`src/rtl/rr_bus_arbiter4_pkg.sv`:
```
// Shared types and helpers for the 4-way round-robin bus arbiter.
// Also used by other arbiters that reuse rr_pick4.
package rr_bus_arbiter4_pkg;

  localparam int N_REQ = 4;
  localparam int SEL_W = 2;

  typedef enum logic {
    IDLE,
    LOCK
  } arb_state_t;

  function automatic logic [N_REQ-1:0] idx2onehot(
    input logic [SEL_W-1:0] i
  );
    return N_REQ'(1) << i;
  endfunction

endpackage

```
`src/rtl/rr_pick4.sv`:
```
// Combinational round-robin picker: first set req bit
// scanning from ptr upward, modulo 4.
module rr_pick4
  import rr_bus_arbiter4_pkg::*;
(
  input  logic [N_REQ-1:0] req,
  input  logic [SEL_W-1:0] ptr,
  output logic             any,
  output logic [SEL_W-1:0] idx
);

  logic [SEL_W-1:0] c;

  always_comb begin
    any = 1'b0;
    idx = '0;
    c   = '0;
    for (int k = 0; k < N_REQ; k++) begin
      c = ptr + SEL_W'(k);
      if (!any && req[c]) begin
        any = 1'b1;
        idx = c;
      end
    end
  end

endmodule

```
`src/rtl/rr_bus_arbiter4.sv`:
```
// Round-robin arbiter sharing one 32-bit write port among four
// requesters, with burst lock and owner-idle timeout.
module rr_bus_arbiter4
  import rr_bus_arbiter4_pkg::*;
#(
  parameter int IDLE_TIMEOUT = 16,
  parameter int CNT_W        = 5
) (
  input  logic             clk,
  input  logic             rstn,
  input  logic [N_REQ-1:0] req,
  input  logic [N_REQ-1:0] last,
  input  logic [31:0]      d0,
  input  logic [31:0]      d1,
  input  logic [31:0]      d2,
  input  logic [31:0]      d3,
  input  logic             o_ready,
  output logic [N_REQ-1:0] gnt,
  output logic [SEL_W-1:0] sel,
  output logic             o_valid,
  output logic [31:0]      o_data,
  output logic             o_last,
  output logic [SEL_W-1:0] o_src
);

  localparam bit TO_EN = (IDLE_TIMEOUT != 0);
  localparam logic [CNT_W-1:0] TO_LAST =
    CNT_W'(IDLE_TIMEOUT - 1);

  arb_state_t       state, state_n;
  logic [N_REQ-1:0] gnt_n;
  logic [SEL_W-1:0] sel_n, ptr, ptr_n;
  logic [CNT_W-1:0] cnt, cnt_n;
  logic             any;
  logic [SEL_W-1:0] idx;

  rr_pick4 u_pick (
    .req (req),
    .ptr (ptr),
    .any (any),
    .idx (idx)
  );

  always_ff @(posedge clk or negedge rstn) begin
    if (!rstn) begin
      state <= IDLE;
      gnt   <= '0;
      sel   <= '0;
      ptr   <= '0;
      cnt   <= '0;
    end else begin
      state <= state_n;
      gnt   <= gnt_n;
      sel   <= sel_n;
      ptr   <= ptr_n;
      cnt   <= cnt_n;
    end
  end

  always_comb begin
    state_n = state;
    gnt_n   = gnt;
    sel_n   = sel;
    ptr_n   = ptr;
    cnt_n   = cnt;
    unique case (state)
      IDLE: begin
        if (any) begin
          state_n = LOCK;
          gnt_n   = idx2onehot(idx);
          sel_n   = idx;
          cnt_n   = '0;
        end
      end
      LOCK: begin
        if (req[sel]) begin
          cnt_n = '0;
          if (o_ready && last[sel]) begin
            state_n = IDLE;
            gnt_n   = '0;
            ptr_n   = sel + SEL_W'(1);
          end
        end else if (TO_EN) begin
          // Owner went quiet: release once the idle run is long enough
          if (cnt == TO_LAST) begin
            state_n = IDLE;
            gnt_n   = '0;
            ptr_n   = sel + SEL_W'(1);
            cnt_n   = '0;
          end else begin
            cnt_n = cnt + CNT_W'(1);
          end
        end
      end
      default: ;
    endcase
  end

  always_comb begin
    o_data = d0;
    unique case (sel)
      2'd0: o_data = d0;
      2'd1: o_data = d1;
      2'd2: o_data = d2;
      2'd3: o_data = d3;
      default: ;
    endcase
  end

  assign o_valid = gnt[sel] & req[sel];
  assign o_last  = last[sel] & o_valid;
  assign o_src   = sel;

endmodule

```
`config.mk`:
```
export PLATFORM = sky130hd
export DESIGN_NAME = rr_bus_arbiter4
export DESIGN_NICKNAME = d
export VERILOG_FILES = /design/src/rtl/rr_bus_arbiter4_pkg.sv /design/src/rtl/rr_pick4.sv /design/src/rtl/rr_bus_arbiter4.sv
export SDC_FILE = /design/constraint.sdc
export NUM_CORES = 1
export LEC_CHECK = 0
export CAP_MARGIN = 15
export CELL_PAD_IN_SITES_DETAIL_PLACEMENT = 0
export CELL_PAD_IN_SITES_GLOBAL_PLACEMENT = 1
export CORE_ASPECT_RATIO = 0.5
export CORE_MARGIN = 4
export CORE_UTILIZATION = 19
export CTS_CLUSTER_DIAMETER = 50
export DETAILED_ROUTE_END_ITERATION = 8
export GPL_ROUTABILITY_DRIVEN = 0
export PLACE_DENSITY = 0.88
export SETUP_SLACK_MARGIN = 0.1
export SLEW_MARGIN = 15
export SYNTH_ARGS = -nofsm -noshare
export SYNTH_HDL_FRONTEND = slang
export SYNTH_SLANG_ARGS = --single-unit
```
`constraint.sdc`:
```
create_clock -name clk -period 4.7 [get_ports clk]
set_clock_uncertainty 0.05 [all_clocks]
set_input_delay 0.47 -clock clk [delete_from_list [all_inputs] [get_ports clk]]
set_output_delay 0.47 -clock clk [all_outputs]
set_load 0.01 [all_outputs]
```
==> results_dict.tcl, run 1 <==
set metrics [dict create \
    status "complete, no violations" \
    yosys-top-cells-area "dfrtp_1 21%, mux2i_1 21%, a222oi_1 19%" \
    synth.avg_cell_area_um2 8.705 \
    post_cts_buffers 0 \
    row_count 23 \
    clkSinkCount 14 \
    antenna_cells 0 \
    viasPerCell 4.799 \
    worst_slack_ps 1476 \
    synth-seq-cells 14 \
    slew_violations 0 \
    grt_pass1_wl_mm 11.81 \
    via_count 2265 \
    syn_area_um2 1645 \
    initial_core_util 0.2006 \
    clock-root-buffer "clkbuf_16" \
    p_leak_nw 1.549 \
    grt_pass1_vias 2256 \
    pre_cts_slack_ps 1707 \
    dp_hpwl_mm 6.520 \
    cts_resized 0 \
    io_buffers 180 \
    powerDensity_nw_per_um2 468.3 \
    grt_max_degree 33 \
    drc 0 \
    finalHoldViolations 0 \
    synth_top_family_by_area "compound AO/OA/AOI/OAI gates" \
    reg2regPathDepth 4 \
    critical-path-slowest-cell "ha_2" \
    tightest_slew_ps 1062 \
    vdd_drop_max_uv 201.7 \
    synth_top_area_cell "dfrtp_1" \
    synth_cells 189 \
    ios 181 \
    drt_iter0_drc 411 \
    clk_latency_ps 240 \
    maxCapViolations 0 \
    rsz0062_at_grt "no" \
    min_period_ps 3224 \
    hold_path.class "flop to flop" \
    fp.dieH_um 73.80 \
    synthXorXnorAreaFrac 0.005323 \
    synth_cell_types 35 \
    core_area_um2 8202 \
    dieArea_um2 10300 \
    crit_path_max_incr_delay_ps 900 \
    ant_nets 0 \
    yosys.area_share.adder 0.03802 \
    hold_slack_ps 445.2 \
    wl_mm 8.212 \
    overflow 0 \
    nNetsFinal 505 \
    ys.flop_type "dfrtp_1" \
    fin_cells 472 \
    slew_headroom 0.2920 \
    worstPathArrival_ps 2700 \
    async_flop_share 1.000 \
    synth_compound_area_frac 0.2821 \
    antenna_found_initial 0 \
    gr-usage-all-layers 0.1414 \
    final_layout_size_suffix_gt1_frac 0.03333 \
    setup_tns_ps 0 \
    path_cells "inv_1 -> ha_2 -> mux2i_1 -> clkdlybuf4s50_1" \
    crit_type "flop to output pin" \
    cts_buffers 3 \
    yosys.area_share.simple 0.08517 \
    synth_top_area_frac 0.2129 \
    syn2layout_area_growth_pct 120.8 \
    synth-edff-count 0 \
    synthMuxAreaShare 0.2548 \
    fmax_mhz 310.1 \
    die_w_um 139.6 \
    synth_nets 333 \
    crit_path_max_fanout 32 \
    final_util 0.4429 \
    whs_path_depth 1 \
    synth.yosys.seq_area_share 0.2129 \
    fin_crit_sh 0.6860 \
    wl_per_cell_um 17.40 \
    cp-end-kind "output pin" \
    htree_levels 1 \
    worst-endpoint-required_ps 4180 \
    dp_cells 468 \
    rrSetupSlack_ps 2540 \
    postCtsHoldBufs 0 \
    cts_tree "yes" \
    cts.path.max_buffers 2 \
    start_kind "flop" \
    ys_warn_count 0 \
    firstDrtPassIters 8 \
    path_clk_slew_ps 50 \
    finalSetupViolCount 0 \
]
==> final cells by class <==
type | count | area [um2]
fillers | 793 | 4569
repair buffers | 183 | 1824
multi-input cells | 124 | 1097
flip-flops and latches | 14 | 350.3
well taps | 112 | 140.1
inverters | 35 | 131.4
clock buffers | 4 | 88.84
==> metrics by stage <==
stage          power, mW  cell area, um2
2_1_floorplan     0.8919            1645
3_3_place_gp       1.521            3543
3_5_place_dp       1.526            3543
4_1_cts            1.711            3632
5_1_grt            1.812            3632
6_report           1.701            3632
==> worst paths after layout <==
| check | from | to |
|---|---|---|
| setup / recovery | o_src[0]$_DFFE_PN0P_ | o_data[10] |
| hold / removal | cnt[4]$_DFFE_PN0P_ | cnt[4]$_DFFE_PN0P_ |
| setup reg to reg | o_src[0]$_DFFE_PN0P_ | gnt[3]$_DFFE_PN0P_ |
| hold reg to reg | cnt[4]$_DFFE_PN0P_ | cnt[4]$_DFFE_PN0P_ |
| max in group asynchronous | rstn | cnt[1]$_DFFE_PN0P_ |
| min in group asynchronous | rstn | gnt[3]$_DFFE_PN0P_ |
==> cells in the mapped netlist, types with 4 or more instances <==
master     n
a21oi_1    4
a222oi_1  32
clkbuf_1  10
dfrtp_1   14
ha_1       5
inv_1     35
mux2i_1   34
nand2_1    7
nor2_1     5
o21ai_0    4
==> cell usage in the layout (no fill, tap or decap), types with 4 or more instances in the layout <==
master	Yosys	layout
inv_1	35	35
nor2_1	5	5
o21ai_0	4	4
clkdlybuf4s50_1	0	180
ha_1	5	4
a21oi_1	4	4
dfrtp_1	14	14
nand2_1	7	7
mux2i_1	34	34
a222oi_1	32	32
==> state kept, by name (all words and copies together), names as in the netlist <==
signal,count
o_src,2
cnt,5
state,1
ptr,2
gnt,4
==> metal layers <==
| layer | part of all wire | global-route usage |
|---|---|---|
| met5 | 0 | 0 |
| met1 | 0.39 | 0.1804 |
| met2 | 0.54 | 0.2610 |
| met3 | 0.055 | 0.01886 |
| met4 | 0.011 | 0.02685 |
==> power breakdown <==
group          leakage, nW  internal (mW)  switching (mW)
logic                 1.33          0.736           0.569
registers            0.180          0.161          0.0567
clock network       0.0442          0.129          0.0499
==> worst max-delay path: cells and delay by family (launching register included) <==
kind	cells	cell delay, ps
multiplexers	1	310
buffers and inverters	2	720
adder cells (fa/ha/maj)	1	900
flip-flops	1	510
==> kinds of logic after synthesis <==
group,after synthesis
AOI/OAI and AO/OA,53
xor gates and xnor gates,1
adders and majority gates,5
buffers and inverters,51
DFF,14
muxes,38
and+or+nand+nor,27
Power figures use the tool's default switching activity.
==> run 2, diff against run 1 <==
CORE_UTILIZATION = 16   (was 19)
PLACE_DENSITY = 0.79   (was 0.88)
clock period = 2.7 ns   (was 4.7 ns; I/O delays follow)
==> results_dict.tcl, run 2 (same netlist as run 1, synthesis figures left out) <==
set metrics [dict create \
    syn2layout_area_growth_pct 128.6 \
    grt_pass1_vias 2279 \
    worst_slack_ps 187.3 \
    fmax_mhz 398.0 \
    die_w_um 151.4 \
    worst-endpoint-required_ps 2380 \
    reg2regPathDepth 5 \
    r2r-end "gnt[1]$_DFFE_PN0P_" \
    wl_per_cell_um 16.19 \
    slew_headroom 0.5793 \
    rrSetupSlack_ps 570 \
    r2r-start "o_src[0]$_DFFE_PN0P_" \
    crit_path_max_fanout 14 \
    crit_path_max_incr_delay_ps 500 \
    fin_crit_sh 0.9306 \
    fin_cells 504 \
    cts.path.max_buffers 2 \
    hold_path.class "primary input to async pin" \
    most-common-layout-cells "178 x clkdlybuf4s50_1, 35 x inv_1, 34 x mux2i_1" \
    path_delay_family "buffers and inverters" \
    path_buf_inv 3 \
    status "complete, no violations" \
    pre_cts_slack_ps 284.0 \
    io_buffers 180 \
    overflow 0 \
    cts_tree "yes" \
    antenna_cells 0 \
    path_cells "inv_1 -> ha_2 -> buf_4 -> a222oi_1 -> mux2i_1 -> clkdlybuf4s50_1" \
    ant_nets 0 \
    cts_buffers 3 \
    clk_latency_ps 240 \
    final_area_um2 3761 \
    antenna_found_initial 0 \
    nNetsFinal 515 \
    final_common_cell "clkdlybuf4s50_1" \
    start_kind "flop" \
    clkSinkCount 14 \
    regMostFlops "cnt" \
    clock-root-buffer "clkbuf_16" \
    final_layout_size_suffix_gt1_frac 0.06775 \
    viasPerCell 4.375 \
    grt_pass1_wl_mm 12.27 \
    via_count 2205 \
    vdd_drop_max_uv 429.9 \
    p_leak_nw 1.619 \
    fp.dieH_um 79.71 \
    dieArea_um2 12070 \
    finalHoldViolations 0 \
    crit_type "flop to output pin" \
    initial_core_util 0.1691 \
    finalSetupViolCount 0 \
    firstDrtPassIters 8 \
    htree_levels 1 \
    worstPathArrival_ps 2190 \
    drc 0 \
    dp_hpwl_mm 6.994 \
    core_area_um2 9728 \
    maxCapViolations 0 \
    largest_reg_flops 5 \
    dp_cells 498 \
    slew_violations 0 \
    min_period_ps 2513 \
    placed_area_um2 3650 \
    critical-path-slowest-cell "clkdlybuf4s50_1" \
    cp-end-kind "output pin" \
    powerDensity_nw_per_um2 819.8 \
    p_total_mw 3.083 \
    grt_max_degree 16 \
    setup_tns_ps 0 \
    seqCellArea_um2 351.6 \
    gr-usage-all-layers 0.1282 \
    ios 181 \
    path_clk_slew_ps 40 \
    tightest_slew_ps 629.0 \
    top_regs "cnt x5, gnt x4" \
    wl_mm 8.158 \
    fillers 1004 \
    multi_input_area_um2 1105 \
    row_count 25 \
    rsz0062_at_grt "no" \
    drt_iter0_drc 148 \
]
run 2: changes by cell type in the layout (fill, tap and decap cells not counted), sizes merged:
cell           previous run  this run
buf                       3        13
clkbuf                    4         3
clkdlybuf4s50           180       178
dlymetal6s2s              0         2
run 2: power breakdown:
group	internal [mW]	switching (mW)
Combinational	1.40	1.06
Clock	0.193	0.0729
Sequential	0.282	0.0731
Total	1.88	1.21
run 2: layer usage:
| layer | global-route usage | share of wire | up-vias |
|---|---|---|---|
| met3 | 0.02269 | 0.041 | 10 |
| met5 | 0 | 0 | - |
| met4 | 0.02260 | 0.013 | 0 |
| met2 | 0.2417 | 0.55 | 49 |
| met1 | 0.1536 | 0.40 | 1050 |
| li1 | - | - | 1096 |
run 2: how the worst max path moves through the flow:
stage,start,endpoint,cells after the start
global placement,o_src[1]$_DFFE_PN0P_,o_data[16],5
CTS,o_src[1]$_DFFE_PN0P_,o_data[20],5
detailed placement,o_src[1]$_DFFE_PN0P_,o_data[16],5
floorplan,o_src[0]$_DFFE_PN0P_,o_data[10],6
finish,o_src[0]$_DFFE_PN0P_,o_data[16],6
global route,o_src[0]$_DFFE_PN0P_,o_data[16],6
run 2: what timing repair did:
item,4_1_cts,5_1_grt
hold buffers,0,0
pin swaps,0,2
buffers inserted,0,3
resized for setup,2,4
setup endpoints to repair,20,27
run 2: cell type report:
class	instances	area share
clock buffers	3	0.01996
inverters	35	0.03493
multi-input cells	124	0.2937
flip-flops and latches	14	0.09348
well taps	135	0.04491
repair buffers	193	0.5130
run 2: per-stage QoR:
step	hold slack [ps]	util
floorplan	-75.59	-
global placement	439.0	0.3752
detailed placement	447.5	0.3752
CTS	415.3	0.3833
global route	447.6	0.3866
finish	379.7	0.3866
run 2: worst register-to-register path: stages, from the launching register on:
cell	delay [ps]
dfrtp_1	400
buf_4	200
mux4_2	590
and2_0	190
a221o_1	350
a22o_1	240
==> run 3, diff against run 2 <==
PLACE_DENSITY = default   (was 0.79)
PLACE_DENSITY_LB_ADDON = 0.1   (was default)
==> results_dict.tcl, run 3 (same netlist as run 1, synthesis figures left out) <==
set metrics [dict create \
    drt-met1-wl_mm 3.084 \
    die_w_um 151.4 \
    wl_per_cell_um 16.17 \
    p_total_mw 3.033 \
    maxCapViolations 0 \
    most-common-layout-cells "180 x clkdlybuf4s50_1, 35 x inv_1, 34 x mux2i_1" \
    grt_max_degree 20 \
    regMostFlops "cnt" \
    clkSinkCount 14 \
    antenna_cells 0 \
    finalSetupViolCount 0 \
    hold_slack_ps 379.2 \
    dieArea_um2 12070 \
    setup_tns_ps 0 \
    status "complete, no violations" \
    route.met2.wl_mm 4.413 \
    powerDensity_nw_per_um2 814.9 \
    firstDrtPassIters 6 \
    cts.path.max_buffers 2 \
    htree_levels 1 \
    grt_pass1_vias 2287 \
    final_layout_size_suffix_gt1_frac 0.05707 \
    hold_path.class "primary input to async pin" \
    worstPathArrival_ps 2130 \
    path_clk_slew_ps 50 \
    fillers 977 \
    clk_latency_ps 240 \
    start_kind "flop" \
    row_count 25 \
    io_buffers 180 \
    via_count 2263 \
    fp.dieH_um 79.71 \
    drc 0 \
    largest_reg_flops 5 \
    cp-end-kind "output pin" \
    vdd_drop_max_uv 471.1 \
    reg2regPathDepth 5 \
    slew_violations 0 \
    cts_tree "yes" \
    clock-root-buffer "clkbuf_16" \
    cts_buffers 3 \
    ios 181 \
    slew_headroom 0.5684 \
    final_common_cell "clkdlybuf4s50_1" \
    routed.top_layer "met4" \
    ant_nets 0 \
    grt_pass1_wl_mm 11.75 \
    postCtsHoldBufs 0 \
    fin_crit_sh 0.9067 \
    r2r-end "gnt[3]$_DFFE_PN0P_" \
    tightest_slew_ps 645.3 \
    endpoint "o_data[8]" \
    top_regs "cnt x5, gnt x4" \
    crit_start "o_src[0]$_DFFE_PN0P_" \
    crit_type "flop to output pin" \
    fmax_mhz 408.5 \
    nNetsFinal 513 \
    wl_mm 8.131 \
    rsz0062_at_grt "no" \
    overflow 0 \
    r2r-start "o_src[0]$_DFFE_PN0P_" \
    min_period_ps 2448 \
    syn2layout_area_growth_pct 126.2 \
    core_area_um2 9728 \
    viasPerCell 4.499 \
    rrSetupSlack_ps 580 \
    worst-endpoint-required_ps 2380 \
    wl_met3_um 567 \
    crit_path_max_fanout 15 \
    p_leak_nw 1.589 \
    gr-usage-all-layers 0.1217 \
    finalHoldViolations 0 \
    dp_hpwl_mm 6.723 \
    antenna_found_initial 0 \
    initial_core_util 0.1691 \
    drt_iter0_drc 132 \
]
run 3: repair_timing:
action / in CTS / in global routing
hold endpoints to repair: 0 / 0
resized for setup: 0 / 1
endpoints found under the setup margin: 0 / 24
buffers inserted: 0 / 0
run 3: how the worst min path moves through the flow:
| stage | endpoint | depth (start not counted) | startpoint | slack, ps |
|---|---|---|---|---|
| 2_1_floorplan | cnt[0]$_DFFE_PN0P_ | 0 | rstn | -80 |
| 3_3_place_gp | cnt[4]$_DFFE_PN0P_ | 1 | cnt[4]$_DFFE_PN0P_ | 430 |
| 3_5_place_dp | cnt[4]$_DFFE_PN0P_ | 1 | cnt[4]$_DFFE_PN0P_ | 440 |
| 4_1_cts | gnt[2]$_DFFE_PN0P_ | 1 | rstn | 410 |
| 5_1_grt | gnt[2]$_DFFE_PN0P_ | 1 | rstn | 440 |
| 6_report | gnt[2]$_DFFE_PN0P_ | 1 | rstn | 380 |
run 3: layer usage:
layer / up-vias / GRT usage
li1: 1098 / -
met5: - / 0
met2: 82 / 0.2501
met4: 0 / 0.01537
met1: 1077 / 0.1315
met3: 6 / 0.02269
run 3: area by class of cell:
cell class                      count  area [um2]  area share
Timing Repair Buffer              191        1884      0.5062
Multi-Input combinational cell    124        1097      0.2948
Sequential cell                    14       351.6     0.09445
Tap cell                          135       168.9     0.04538
Inverter                           35       131.4     0.03529
Clock buffer                        4       88.84     0.02387
run 3: power breakdown:
part           leakage (nW)  internal, mW  total (mW)  switching [mW]
Combinational          1.37          1.33        2.36            1.04
Clock                0.0442         0.224       0.308          0.0836
Sequential            0.179         0.282       0.361          0.0790
Total                  1.59          1.83        3.03            1.20
run 3: through the flow:
step	setup slack (ps)	utilization	cell area (um2)	cells
detailed placement	382.8	0.3734	3632	499
floorplan	555.9	-	1645	189
finish	251.9	0.3826	3722	503
global placement	379.3	0.3734	3632	499
global route	107.5	0.3826	3722	503
CTS	174.2	0.3825	3721	503
run 3: worst max-delay path, stage by stage, from the launching register on:
cell	delay, ps
dfrtp_2	400
inv_1	80
ha_1	210
buf_4	200
a222oi_1	350
mux2i_1	130
clkdlybuf4s50_1	510
